===== config.mk =====
export PLATFORM = sky130hd
export DESIGN_NAME = arb_burst_mux
export DESIGN_NICKNAME = d
export VERILOG_FILES = /design/src/rtl/arb_burst_mux.sv
export SDC_FILE = /design/constraint.sdc
export NUM_CORES = 1
export LEC_CHECK = 0
export ABC_AREA = 1
export CAP_MARGIN = 5
export CELL_PAD_IN_SITES_DETAIL_PLACEMENT = 0
export CELL_PAD_IN_SITES_GLOBAL_PLACEMENT = 1
export CORE_AREA = 2 2 83 85
export CTS_CLUSTER_DIAMETER = 120
export CTS_CLUSTER_SIZE = 25
export DETAILED_ROUTE_END_ITERATION = 6
export DIE_AREA = 0 0 85 87
export PLACE_DENSITY_LB_ADDON = 0.1
export SLEW_MARGIN = 30
export SYNTH_ARGS = -nofsm -noshare
export SYNTH_HDL_FRONTEND = slang
export SYNTH_SLANG_ARGS = --single-unit

===== constraint.sdc =====
create_clock -name clk -period 2.39 [get_ports clk]
set_clock_uncertainty 0.15 [all_clocks]
set_input_delay 0.3585 -clock clk [delete_from_list [all_inputs] [get_ports clk]]
set_output_delay 0.3585 -clock clk [all_outputs]
set_load 0.005 [all_outputs]

===== src/rtl/arb_burst_mux.sv =====
// arb_burst_mux
//   Sits downstream of a round-robin arbiter. When a valid one-hot grant
//   arrives, it latches the owning requester. It then moves that requester's
//   multi-beat burst onto one shared valid/ready output channel. When the
//   burst ends, it releases the channel and pulses the owner's done bit.
//
// Ports
//   clk        rising-edge clock
//   reset      synchronous, active-high reset
//   grant      one-hot grant from the arbiter (all-zero = no grant)
//   src_len    per-requester burst length, LENW bits each (0 acts as 1)
//   src_data   per-requester beat data, DW bits each
//   src_valid  per-requester beat valid
//   src_ready  per-requester beat accept (only the owner's bit can rise)
//   out_data   current beat data from the owner
//   out_valid  output beat valid
//   out_ready  downstream accept
//   out_last   high while the final beat of the burst is presented
//   owner      registered one-hot owner, zero when idle
//   busy       high in BUSY and RELEASE
//   done       one-cycle pulse on the owner's bit when its burst completes
//   grant_err  one-cycle pulse after a malformed grant is seen while idle
module arb_burst_mux #(
   parameter int N    = 4,
   parameter int DW   = 8,
   parameter int LENW = 4
) (
   input  logic            clk,
   input  logic            reset,
   input  logic [N-1:0]    grant,
   input  logic [N*LENW-1:0] src_len,
   input  logic [N*DW-1:0] src_data,
   input  logic [N-1:0]    src_valid,
   output logic [N-1:0]    src_ready,
   output logic [DW-1:0]   out_data,
   output logic            out_valid,
   input  logic            out_ready,
   output logic            out_last,
   output logic [N-1:0]    owner,
   output logic            busy,
   output logic [N-1:0]    done,
   output logic            grant_err
);

   localparam int IW = (N > 1) ? $clog2(N) : 1;

   typedef enum logic [1:0] {IDLE, BUSY, RELEASE} state_t;

   state_t            state, state_nxt;
   logic [LENW-1:0]   beat_cnt;
   logic [IW-1:0]     grant_idx, owner_idx;
   logic [LENW-1:0]   len_sel, len_init;
   logic              grant_ok, xfer, last_beat;

   // Encode the one-hot vectors into indices for the datapath muxes.
   always_comb begin
      grant_idx = '0;
      owner_idx = '0;
      for (int i = 0; i < N; i++) begin
         if (grant[i]) grant_idx = IW'(i);
         if (owner[i]) owner_idx = IW'(i);
      end
   end

   assign grant_ok  = $onehot(grant);
   assign len_sel   = src_len[grant_idx*LENW +: LENW];
   // A zero-length request still moves one beat.
   assign len_init  = (len_sel == '0) ? LENW'(1) : len_sel;
   assign xfer      = (state == BUSY) && src_valid[owner_idx] && out_ready;
   assign last_beat = (beat_cnt == LENW'(1));

   // State register plus the registered control (owner, count, pulses).
   always_ff @(posedge clk) begin
      if (reset) begin
         state     <= IDLE;
         owner     <= '0;
         beat_cnt  <= '0;
         done      <= '0;
         grant_err <= 1'b0;
      end else begin
         state     <= state_nxt;
         done      <= '0;
         grant_err <= 1'b0;
         case (state)
            IDLE: begin
               if (grant_ok) begin
                  owner    <= grant;
                  beat_cnt <= len_init;
               end else if (grant != '0) begin
                  grant_err <= 1'b1;
               end
            end
            BUSY: begin
               if (xfer) begin
                  if (last_beat) begin
                     done     <= owner;
                     beat_cnt <= '0;
                  end else begin
                     beat_cnt <= beat_cnt - LENW'(1);
                  end
               end
            end
            RELEASE: owner <= '0;
            default: owner <= '0;
         endcase
      end
   end

   // Next-state logic; grant is only looked at from IDLE.
   always_comb begin
      state_nxt = state;
      case (state)
         IDLE:    if (grant_ok) state_nxt = BUSY;
         BUSY:    if (xfer && last_beat) state_nxt = RELEASE;
         RELEASE: state_nxt = IDLE;
         default: state_nxt = IDLE;
      endcase
   end

   // Output datapath: the owner's channel is routed straight through in BUSY.
   always_comb begin
      out_valid = 1'b0;
      out_data  = '0;
      out_last  = 1'b0;
      src_ready = '0;
      busy      = (state != IDLE);
      if (state == BUSY) begin
         out_valid = src_valid[owner_idx];
         out_data  = src_data[owner_idx*DW +: DW];
         out_last  = last_beat;
         src_ready = owner & {N{out_ready}};
      end
   end

`ifndef SYNTHESIS
   a_owner_onehot0 : assert property (@(posedge clk) disable iff (reset) $onehot0(owner));
   a_ready_onehot0 : assert property (@(posedge clk) disable iff (reset) $onehot0(src_ready));
   a_ready_owner   : assert property (@(posedge clk) disable iff (reset) (src_ready & ~owner) == '0);
   a_valid_busy    : assert property (@(posedge clk) disable iff (reset) out_valid |-> busy);
   a_done_busy     : assert property (@(posedge clk) disable iff (reset) (|done) |-> ($past(state) == BUSY));
`endif

endmodule


# ---- After elaboration in Yosys (flattened, before gate mapping)
# Index checks and enable logic that the tools add are counted.
dict set report word_totals {
  ff_bits 15
  latch_bits 0
  ram_bits 0
  mem_bits_ro 0
  in_bits 59
  out_inout_bits 24
  wordCells 59
  memories 0
}
dict set report classes {
  n_addsub 4
  mul 0
  n_div 0
  order_cmp 1
  eq_ne 6
  shift 2
  muxes 23
  bitwise 5
  n_reduce_logical 13
}
# operator n
set ops {}
lappend ops {{$shiftx A32 B6 Y8} 1}
lappend ops {{$mux W4} 6}
lappend ops {{$pmux W4 S2} 2}
lappend ops {{$shiftx A16 B5 Y4} 1}
lappend ops {{$mux W2} 6}
lappend ops {{$mux W8} 1}
lappend ops {{$mux W1} 6}
lappend ops {{$add A1 B1 Y2} 2}
lappend ops {{$and A4 B4 Y4} 1}
lappend ops {{$eq A4 B1 Y1 const B} 1}
lappend ops {{$logic_not A4 Y1} 1}
lappend ops {{$ne A2 B2 Y1 const B} 2}
lappend ops {{$not A1 Y1} 4}
lappend ops {{$pmux W2 S2} 1}
lappend ops {{$reduce_and A2 Y1} 2}
lappend ops {{$reduce_bool A2 Y1} 2}
lappend ops {{$reduce_bool A4 Y1} 1}
lappend ops {{$reduce_or A4 Y1} 1}
lappend ops {{$sub A4 B1 Y4 const B} 1}
lappend ops {{$add A2 B2 Y3} 1}
lappend ops {{$eq A3 B1 Y1 const B} 1}
lappend ops {{$logic_and A1 B1 Y1} 3}
lappend ops {{$lt A2 B3 Y1 const B} 1}
lappend ops {{$reduce_and A3 Y1} 1}
lappend ops {{other kinds (5)} 5}

# ---- Longest topological paths before layout
dict set report logic_depth {
  ltp_word 10
  depth_mapped 13
  mapped_depth_nobuf 13
}

# ---- Worst setup path before layout
# OpenSTA, ideal clock, no wires.
dict set report synth_timing {
  path_type {input to register}
  startpoint {input port grant[3]}
  endpoint {register beat_cnt[2]}
  setup_ps 112
  t_arrival_ps 2212
  required_time_ps 2128
  slack_ps -83
  stages 12
  n_path_buf 0
  path_cell_list {clkinv_1 > fa_1 > inv_1 > ha_1 > ha_1 > nand3b_1 > nor2_1 > inv_1 > nand2_2 > inv_1 > nor2_1 > nor2_1}
}
dict set report synth_via {
  elab_chain_cells 6
  elab_cells_between_ends 11
  cone_classes {add/sub: 2; eq/ne: 2; shift: 1; mux: 4; reduce/logical: 2}
}
# item line
set synth_lines {}
lappend synth_lines {{start, declared} 30} ;# input logic [N-1:0] grant,
lappend synth_lines {{$mux W2} 60} ;# if (grant[i]) grant_idx = IW'(i);
lappend synth_lines {{$shiftx A16 B5 Y4} 66} ;# assign len_sel = src_len[grant_idx*LENW +: LENW];
lappend synth_lines {{$logic_not A4 Y1} 68} ;# assign len_init = (len_sel == '0) ? LENW'(1) : len_sel;
lappend synth_lines {{$mux W4} 68}
lappend synth_lines {{$mux W4} 86} ;# if (grant_ok) begin
lappend synth_lines {{$pmux W4 S2} 84} ;# case (state)
lappend synth_lines {{end signal, assigned} 88} ;# beat_cnt <= len_init;
lappend synth_lines {{end signal, assigned} 99} ;# beat_cnt <= beat_cnt - LENW'(1);
lappend synth_lines {{end, declared} 50} ;# logic [LENW-1:0] beat_cnt;
# Several ways; a longest one is shown, not always the timed one. The select of a mux whose other input is x is not followed.
# A chain may end at the register's enable or synchronous reset.

# ---- Worst setup path in the final report
dict set report layout_timing {
  startpoint {register owner[2]}
  endpoint {output port out_data[2]}
}
dict set report layout_via {
  elab_chain_cells 4
}
# item line
set layout_lines {}
lappend layout_lines {{start, declared} 39} ;# output logic [N-1:0] owner,
lappend layout_lines {{start signal, assigned} 87} ;# owner <= grant;
lappend layout_lines {{$mux W2 (2 in series)} 61} ;# if (owner[i]) owner_idx = IW'(i);
lappend layout_lines {{$shiftx A32 B6 Y8} 129} ;# out_data = src_data[owner_idx*DW +: DW];
lappend layout_lines {{$mux W8} 127} ;# if (state == BUSY) begin
lappend layout_lines {{end, declared} 35} ;# output logic [DW-1:0] out_data,
# No other way between the ends.

==> out/results.tsv <==
stage	metric	value	unit
setup_path	r2r_slack	600	ps
die	coreArea	6570	um2
drt	drc	0	
die	pin_count	83	
clock_tree	htree_levels	1	
setup_path	end_kind	output port	
setup_path	critical_path.max_stage_delay	530	ps
synth	synth_top_area_share	22.6	%
timing	finalSetupViolations	0	
finish	drive_gt1_share	15.2	%
placement	gp_congestion	0.778	
finish	layout_common_cells	clkdlybuf4s50_1, nor2_1, nand2_1	
setup_path	path_class	flop to output port	
die	die_w	85	um
synth	syn_area_per_cell	5.77	um2
finish	stdcell_count	410	
synth	synth_cells	230	
placement	io_buffers	82	
global_route	grt.total_usage	12.9	%
clock_tree	cts_root_buf	clkbuf_8	
finish	final_nets	396	
timing	relSlewSlack	73.5	%
clock_tree	tritoncts	done	
die	initial_utilization	20.2	%
synth	ys_types	24	
setup_path	r2r-end	done[0]	
pwr	powerDensity	566	nW/um2
die	die-area	7400	um2
setup_path	path_max_fanout	9	
global_route	grt_first_pass_wirelength	7730	um
global_route	overflow	0	
drt	firstDrtPassIters	4	
worst_hold_path	min_path_type	primary input to flop	
finish	stdcell_area	2440	um2
pwr	p_leak	0.00116	uW
clock_tree	clockBufferDepth	2	
worst_hold_path	whs_endpoint	owner[0]	
clock_tree	path_clk_slew	70	ps
setup_path	worstReg2RegStart	state[1]	
drt	vias	1689	
clock_tree	numCtsBuffers	3	
flow_run	cap_viol_max_count	0	
global_route	grt_start_max_net_pins	19	
synth	synth_top_cell_by_area	dfxtp_1	
finish	fillers	702	
placement	dp.cells	405	
timing	finalHoldViolCount	0	
drt	wl	4730	um
drt	drt_iter0_drc	61	
finish	syn2layout_area_growth	83.6	%
clock_tree	postCtsHoldBufs	0	
timing	min_period	2310	ps
timing	timing.final.crit_share	96.6	%
setup_path	crit_chain	buf_4, nor2_4, buf_4, nor2_1, o21ai_0, a21oi_1, clkdlybuf4s50_1	
timing	drv_slew	0	
setup_path	rr_worst_depth	8	
finish	layout_commonest_cell	clkdlybuf4s50_1	
global_route	grt_pass1_vias	1645	
synth	yosys_warnings	0	
synth	synth_fp_nets	295	
drt	routedWlPerCell	11.5	um
synth	synth_area	1330	um2
worst_hold_path	min_from	grant[0]	
timing	max_freq	0.433	GHz
setup_path	critPathArrivalTime	1800	ps
global_route	antenna_found_initial	0	
synth	synthTopCellsByArea	dfxtp_1, nor2_1, nand2_1	
finish	antenna_cells	0	
setup_path	crit_family	buffers and inverters	
clock_tree	cts.sinks	15	
drt	drtAntennaViolNets	0	
setup_path	crit_top_cell	buf_4	
synth	synth_seq_cells	15	
placement	dp_hpwl	3850	um
setup_path	cp_num_buf_inv	3	
die	fp-row-count	30	
clock_tree	clk_latency	250	ps
timing	rsz0062_at_grt	false	
die	die_height	87	um
synth	ys_seq_area_share	22.6	%
timing	worst_pin_slew	397	ps
run_status	outcome	finished clean	
drt	vias_per_cell	4.12	
setup_path	cp_slowest_cell	clkdlybuf4s50_1	
setup_path	required	1880	ps
pwr	peakVddDrop	219	uV
worst_hold_path	hold_depth	4	
setup_path	worstSetupStartpointType	flop	
placement	place_area	2360	um2
## layout make-up
class	count	area (um2)	area share, %
repair buffers	100	960	39.4
multi-input cells	178	898	36.9
clock buffers	3	41.3	1.69
clock inverters	1	7.51	0.308
inverters	33	130	5.34
well taps	80	100	4.11
flip-flops and latches	15	300	12.3
## Yosys cell counts, drive strengths merged
| library cell | count |
|---|---|
| clkbuf | 2 |
| clkinv | 1 |
| ha | 5 |
| xor2 | 1 |
| or2 | 3 |
| a21oi | 19 |
| fa | 1 |
| nand2 | 47 |
| buf | 2 |
| nor3 | 5 |
| inv | 32 |
| o21ai | 20 |
| nand3b | 3 |
| nor2 | 62 |
| a211oi | 1 |
| dfxtp | 15 |
| nand3 | 11 |
## metal layers
metal	share of wire (%)	track usage, %	wire length, um
met1	47	16.9	2230
met2	45	21.2	2150
met3	6.4	2.84	301
met4	1.2	3.90	55
met5	0	0	0
## what timing repair did
action | in CTS | in global routing
pin swaps | 4 | 2
resized for setup | 9 | 18
setup buffers | 1 | 0
endpoints found under the setup margin | 23 | 23
## worst reg2reg max path, stage by stage (launching register included)
cell and delay [ps]:
dfxtp_1 350, inv_1 60, nand2_2 300, inv_1 240, nand2_1 220, nand2_2 100
nor3_4 140, inv_2 80, nor2_1 90
## metrics by stage
stage | hold WS (ps) | setup TNS [ps] | setup slack (ps) | util, % | power [uW]
after floorplan | 304 | 0 | 30.9 | - | 755
after global placement | 323 | -6830 | -501 | 35.9 | 1160
after detailed placement | 337 | -7360 | -560 | 35.9 | 1150
after CTS | 346 | 0 | 29.8 | 36.8 | 1400
after global routing | 350 | 0 | 1.14 | 37.1 | 1510
final | 340 | 0 | 80.4 | 37.1 | 1380
## how the worst max path moves through the flow
stage	startpoint	to	slack (ps)	cells after the start
finish	owner[2]	out_data[2]	80	7
global route	owner[2]	out_data[0]	1	7
CTS	owner[2]	out_data[0]	30	7
detailed placement	grant[1]	done[0]	-560	12
global placement	grant[0]	done[0]	-500	12
floorplan	grant[0]	beat_cnt[2]	30	12
## state kept, by name, summed over array words and instances (netlist names)
signal     count
beat_cnt       4
done           4
grant_err      1
owner          4
state          2
## cells by family (layout without fill, tap and decap cells)
family / Yosys count / after routing / synth area share (%)
DFF: 15 / 15 / 22.6
AOI/OAI and AO/OA: 40 / 40 / 15.3
xor gates and xnor gates: 1 / 1 / 0.660
and+or+nand+nor: 131 / 131 / 44.0
buffers and inverters: 37 / 137 / 11.2
adders and majority gates: 6 / 6 / 6.22
## report_power, final
group	leakage [uW]	switching, uW	total [uW]	internal [uW]
sequential	0.000122	24.8	315	290
combinational	0.00102	439	848	408
clock	0.0000217	101	218	117
total	0.00116	565	1380	816
Power figures use the tool's default switching activity.
